### src/rtl/card_decider.sv
// Frame-rate card decision: snapshot 17 scores, serially pick lowest rank/suit, reject weak frames, filter.
// Optional macro CARD_DECIDER_HYST_EN enables the STABLE_FRAMES consecutive-candidate filter.
module card_decider #(
  parameter int unsigned SCORE_W       = 11,
  parameter int unsigned MAX_SCORE     = 1500,
  parameter int unsigned STABLE_FRAMES = 3
) (
  input  logic                   clk_in,
  input  logic                   rst_in,
  input  logic                   frame_done_in,
  input  logic [13*SCORE_W-1:0]  rank_scores_in,
  input  logic [4*SCORE_W-1:0]   suit_scores_in,
  output logic [5:0]             card_map_out,
  output logic [SCORE_W-1:0]     rank_score_out,
  output logic [SCORE_W-1:0]     suit_score_out,
  output logic                   card_valid_out,
  output logic                   busy_out
);

  typedef enum logic [2:0] {
    S_IDLE      = 3'd0,
    S_SNAP      = 3'd1,
    S_SCAN_RANK = 3'd2,
    S_SCAN_SUIT = 3'd3,
    S_DECIDE    = 3'd4
  } state_t;

  localparam logic [SCORE_W-1:0] MAX_C = SCORE_W'(MAX_SCORE);

  state_t               state_q, state_d;
  logic [3:0]           idx_q, idx_d;
  logic [SCORE_W-1:0]   best_q, best_d;
  logic [3:0]           best_idx_q, best_idx_d;
  logic [SCORE_W-1:0]   rank_best_q, rank_best_d;
  logic [3:0]           rank_idx_q, rank_idx_d;
  logic [SCORE_W-1:0]   snap_rank_q [13];
  logic [SCORE_W-1:0]   snap_suit_q [4];
  logic                 snap_load_s;
  logic [SCORE_W-1:0]   cur_score_s;
  logic                 upd_s;
  logic [SCORE_W-1:0]   best_new_s;
  logic [3:0]           best_idx_new_s;
  logic                 busy_d, busy_q;
  logic [5:0]           card_map_q;
  logic [SCORE_W-1:0]   rank_score_q, suit_score_q;
  logic                 card_valid_q;
  logic                 decide_s, reject_s, publish_s;
  logic [5:0]           cand_s;

  always_ff @(posedge clk_in) begin
    if (rst_in) begin
      state_q <= S_IDLE;
    end else begin
      state_q <= state_d;
    end
  end

  always_comb begin
    state_d = state_q;
    case (state_q)
      S_IDLE:      if (frame_done_in) state_d = S_SNAP; else state_d = S_IDLE;
      S_SNAP:      state_d = S_SCAN_RANK;
      S_SCAN_RANK: if (idx_q == 4'd12) state_d = S_SCAN_SUIT; else state_d = S_SCAN_RANK;
      S_SCAN_SUIT: if (idx_q == 4'd3) state_d = S_DECIDE; else state_d = S_SCAN_SUIT;
      S_DECIDE:    state_d = S_IDLE;
      default:     state_d = S_IDLE;
    endcase
  end

  // busy is registered from the next state so it covers SNAP through DECIDE
  always_comb begin
    busy_d   = (state_d != S_IDLE);
    decide_s = (state_q == S_DECIDE);
  end

  always_ff @(posedge clk_in) begin
    if (rst_in) begin
      for (int i = 0; i < 13; i++) snap_rank_q[i] <= '0;
      for (int i = 0; i < 4; i++)  snap_suit_q[i] <= '0;
    end else if (snap_load_s) begin
      for (int i = 0; i < 13; i++) snap_rank_q[i] <= rank_scores_in[i*SCORE_W +: SCORE_W];
      for (int i = 0; i < 4; i++)  snap_suit_q[i] <= suit_scores_in[i*SCORE_W +: SCORE_W];
    end
  end

  // Strict less-than keeps the lower index on ties
  always_comb begin
    if (state_q == S_SCAN_RANK) begin
      cur_score_s = snap_rank_q[idx_q];
    end else begin
      cur_score_s = snap_suit_q[idx_q[1:0]];
    end
    upd_s          = (cur_score_s < best_q);
    best_new_s     = upd_s ? cur_score_s : best_q;
    best_idx_new_s = upd_s ? idx_q : best_idx_q;
  end

  always_comb begin
    idx_d       = idx_q;
    best_d      = best_q;
    best_idx_d  = best_idx_q;
    rank_best_d = rank_best_q;
    rank_idx_d  = rank_idx_q;
    snap_load_s = 1'b0;
    case (state_q)
      S_IDLE: snap_load_s = frame_done_in;
      S_SNAP: begin
        idx_d      = 4'd0;
        best_d     = '1;
        best_idx_d = 4'd0;
      end
      S_SCAN_RANK: begin
        if (idx_q == 4'd12) begin
          rank_best_d = best_new_s;
          rank_idx_d  = best_idx_new_s;
          idx_d       = 4'd0;
          best_d      = '1;
          best_idx_d  = 4'd0;
        end else begin
          idx_d      = idx_q + 4'd1;
          best_d     = best_new_s;
          best_idx_d = best_idx_new_s;
        end
      end
      S_SCAN_SUIT: begin
        idx_d      = idx_q + 4'd1;
        best_d     = best_new_s;
        best_idx_d = best_idx_new_s;
      end
      S_DECIDE: idx_d = idx_q;
      default:  idx_d = 4'd0;
    endcase
  end

  always_ff @(posedge clk_in) begin
    if (rst_in) begin
      idx_q       <= 4'd0;
      best_q      <= '1;
      best_idx_q  <= 4'd0;
      rank_best_q <= '1;
      rank_idx_q  <= 4'd0;
    end else begin
      idx_q       <= idx_d;
      best_q      <= best_d;
      best_idx_q  <= best_idx_d;
      rank_best_q <= rank_best_d;
      rank_idx_q  <= rank_idx_d;
    end
  end

  // In DECIDE best_q/best_idx_q hold the suit winner
  always_comb begin
    cand_s   = {best_idx_q[1:0], rank_idx_q};
    reject_s = (rank_best_q > MAX_C);
  end

`ifdef CARD_DECIDER_HYST_EN
  localparam logic [3:0] STABLE_C = 4'(STABLE_FRAMES);

  logic [3:0] cnt_q, cnt_d;
  logic [5:0] stored_q, stored_d;
  logic       stored_vld_q, stored_vld_d;

  always_comb begin
    cnt_d        = cnt_q;
    stored_d     = stored_q;
    stored_vld_d = stored_vld_q;
    if (decide_s) begin
      if (reject_s) begin
        cnt_d        = 4'd0;
        stored_d     = 6'd0;
        stored_vld_d = 1'b0;
      end else if (stored_vld_q && (cand_s == stored_q)) begin
        if (cnt_q >= STABLE_C) cnt_d = STABLE_C; else cnt_d = cnt_q + 4'd1;
      end else begin
        stored_d     = cand_s;
        stored_vld_d = 1'b1;
        cnt_d        = 4'd1;
      end
    end else begin
      cnt_d = cnt_q;
    end
    publish_s = decide_s && !reject_s && (cnt_d == STABLE_C) && (cand_s != card_map_q);
  end

  always_ff @(posedge clk_in) begin
    if (rst_in) begin
      cnt_q        <= 4'd0;
      stored_q     <= 6'd0;
      stored_vld_q <= 1'b0;
    end else begin
      cnt_q        <= cnt_d;
      stored_q     <= stored_d;
      stored_vld_q <= stored_vld_d;
    end
  end
`else
  always_comb begin
    publish_s = decide_s && !reject_s && (cand_s != card_map_q);
  end
`endif

  always_ff @(posedge clk_in) begin
    if (rst_in) begin
      card_map_q   <= 6'd0;
      rank_score_q <= '0;
      suit_score_q <= '0;
      card_valid_q <= 1'b0;
      busy_q       <= 1'b0;
    end else begin
      card_valid_q <= publish_s;
      busy_q       <= busy_d;
      if (publish_s) begin
        card_map_q   <= cand_s;
        rank_score_q <= rank_best_q;
        suit_score_q <= best_q;
      end
    end
  end

  assign card_map_out   = card_map_q;
  assign rank_score_out = rank_score_q;
  assign suit_score_out = suit_score_q;
  assign card_valid_out = card_valid_q;
  assign busy_out       = busy_q;

endmodule

### config.mk
export PLATFORM = sky130hd
export DESIGN_NAME = card_decider
export DESIGN_NICKNAME = d
export VERILOG_FILES = /design/src/rtl/card_decider.sv
export SDC_FILE = /design/constraint.sdc
export NUM_CORES = 1
export LEC_CHECK = 0
export CAP_MARGIN = 20
export CORE_ASPECT_RATIO = 0.7
export CORE_MARGIN = 2
export CORE_UTILIZATION = 50
export CTS_BUF_LIST = sky130_fd_sc_hd__clkbuf_2
export DETAILED_ROUTE_END_ITERATION = 8
export DONT_BUFFER_PORTS = 1
export PLACE_DENSITY = 0.75
export RECOVER_POWER = 25
export SETUP_SLACK_MARGIN = 0.4
export SLEW_MARGIN = 20
export SYNTH_ARGS = -nofsm -noshare
export SYNTH_HDL_FRONTEND = slang
export SYNTH_SLANG_ARGS = --single-unit
### constraint.sdc
create_clock -name clk_in -period 26.2 [get_ports clk_in]
set_input_delay 6.55 -clock clk_in [delete_from_list [all_inputs] [get_ports clk_in]]
set_output_delay 6.55 -clock clk_in [all_outputs]
set_load 0.01 [all_outputs]
==> results.yml <==
layout:
  stdcell_area_mm2: 0.0122
  drive_gt1_share_pct: 17.7
  final_core_util_pct: 54.2
  final_nets: 1054
  fillers: 1899
  stdcell_count: 1225
  areaGrowthSynthToFinish_pct: 7.08
worst_setup_path:
  start_kind: "input pin"
  cp.arrival_ns: 10.30
  crit_path_end_kind: "flip-flop"
  cpPeakStageDelay_ns: 2.01
  path_cells: "nand2_1, o21bai_1, buf_6, buf_4"
  slowest_stage: "o21bai_1"
  critPathKind: "input pin to flip-flop"
  required_ns: 26.71
  cp-startpoint: "frame_done_in"
  cp_max_fo: 87
placement:
  pre_cts_ws_ns: 16.50
  gp_congestion: 0.814
  io_buffer_count: 0
  dp_hpwl_mm: 15.9
  dpl_cell_area_mm2: 0.0116
  placedCellCount: 1101
timing:
  max_slew_margin_pct: -75.6
  fin_crit_sh_pct: 37.4
  slew_violations: 31
  worst_slack_ns: 16.41
  worst_slew_pin_slew_ns: 2.63
  whs_ns: 0.460
  rsz0062_at_grt: "no"
  setup_tns_ns: 0
  fin_crit_ns: 9.79
  setup_viol: 0
  fmax_mhz: 102
  finalHoldViolations: 0
  skew_ns: 0.0707
global_route:
  grt_overflow_total: 0
  grt_max_degree: 155
  grt_pass1_vias: 6575
  grtUsageTotal_pct: 20.2
  antenna_found_initial: 13
  grt_pass1_wl_mm: 36.4
cts:
  post-cts-setup-buffers: 0
  hold_buffers: 0
  htree_levels: 2
  cts.clk_slew.worst_paths_ns: 0.11
  clock_latency_ns: 0.88
  cts_tree: "built"
  cts_resized: 0
  cts_buffers: 61
  cts_sinks: 258
  clockBufferDepth: 3
  root_buffer: "clkbuf_2"
floorplanning:
  placementRows: 46
  die_w_um: 184
  core_mm2: 0.0225
  initial_utilization_pct: 50.6
  pin_count: 220
  dieArea_mm2: 0.0240
  dieHeight_um: 130
yosys:
  synthesis.area_mm2: 0.0114
  synth.distinct_cells: 51
  syn_inst: 838
  synth.avg_cell_area_um2: 13.6
  synth_seq_cells: 258
  synth-edff-count: 187
  synth_top_area_cell: "edfxtp_1"
  ys.flop_type: "edfxtp_1"
  synth_top_area_share_pct: 49.3
  yosysSeqAreaShare_pct: 61.8
  async_flop_share_pct: 0
  synth_fp_nets: 1040
  synth_area_leaders: "edfxtp_1 49%, dfxtp_1 12%, and2_1 8.5%, mux4_2 8.3%, mux2i_1 3.7%"
  yosys_warnings: 0
routing:
  ant_nets: 0
  drt_first_iter_violations: 339
  dr.pass1.iters: 6
  vias: 6498
  drt-wirelength-per-cell_um: 19.4
  routed_wl_mm: 23.7
  drc: 0
  viasPerCell: 5.30
outcome:
  outcome: "complete, but fails checks"
  violations: "max-capacitance violations, max-slew violations"
hold_path:
  min-delay-start: "best_idx_q[2]"
  hold_path_class: "flip-flop to flip-flop"
power:
  ir_drop_mv: 0.0338
  leakage_nw: 4.73
  p_per_area_mw_per_mm2: 66.3
  power.total_mw: 0.808
flow_run:
  timing.max_cap.violations: 1
[where the power goes]
| group | total [mW] | leakage, nW | internal [mW] | switching (mW) |
|---|---|---|---|---|
| clock network | 0.258 | 0.441 | 0.0985 | 0.160 |
| registers | 0.483 | 2.59 | 0.470 | 0.0124 |
| logic | 0.0670 | 1.69 | 0.0298 | 0.0372 |
[layer usage]
metal  share of wire (%)  vias to the layer above  global-route usage, %
li1                    -                     3166                      -
met1                  46                     3074                   28.1
met2                  45                      217                   29.4
met3                 8.4                       33                   7.87
met4                 1.1                        8                   6.12
met5                0.24                        -                      0
[Yosys cell counts, types with 10 or more instances]
library cell  number
a211oi_1          25
nor2b_1           46
a21oi_1           10
edfxtp_1         187
a311oi_1          12
ha_1              12
mux2i_1           42
nor2_1            65
nor4_1            13
and2_1           155
mux4_2            42
clkbuf_1          39
dfxtp_1           71
inv_1             18
o22a_1            11
nor3_1            14
[registers in the layout, summed over array words and instances, names as in the netlist, 6 cells and up, named ones only]
signal,cells
best_q,11
card_map_out,6
rank_best_q,11
rank_score_out,11
snap_rank_q,143
snap_suit_q,44
suit_score_out,11
[cell usage in the layout, fill, tap and decap left out, types with 18 or more instances in the layout]
| cell | instances |
|---|---|
| mux4_2 | 42 |
| mux2i_1 | 42 |
| nor2_1 | 65 |
| nor2b_1 | 46 |
| a211oi_1 | 25 |
| and2_1 | 155 |
| dfxtp_1 | 69 |
| edfxtp_1 | 187 |
| clkbuf_2 | 96 |
| inv_1 | 18 |
[cell families after synthesis]
group	Yosys count	synth area share [%]
AO/OA/AOI/OAI	83	5.53
multiplexers	86	12.2
flip-flops	258	61.8
buffers and inverters	75	2.88
adder cells (fa/ha/maj)	12	1.32
XOR/XNOR	6	0.462
AND/OR/NAND/NOR	318	15.8
[critical path, delay by kind of cell]
kind / cells / cell delay (ns)
compound gates: 1 / 2.01
buf+inv: 2 / 1.55
simple gates: 1 / 0.10
[final cells by class]
class | count | area [µm²] | area share, %
flip-flops and latches | 258 | 7040 | 57.8
multi-input cells | 505 | 4040 | 33.1
clock buffers | 96 | 480 | 3.94
well taps | 312 | 390 | 3.20
clock inverters | 19 | 85.1 | 0.698
repair buffers | 8 | 67.6 | 0.554
inverters | 18 | 67.6 | 0.554
diodes | 9 | 22.5 | 0.185
[final timing paths]
check	to	slack, ns	cells after the start
worst min register to register	best_idx_q[2]	0.46	2
worst min-delay path	best_idx_q[2]	0.46	2
worst max-delay path	snap_rank_q[7][4]	16.41	4
worst max register to register	best_q[7]	20.56	12
Note: power is estimated with default switching activity, not from simulation.
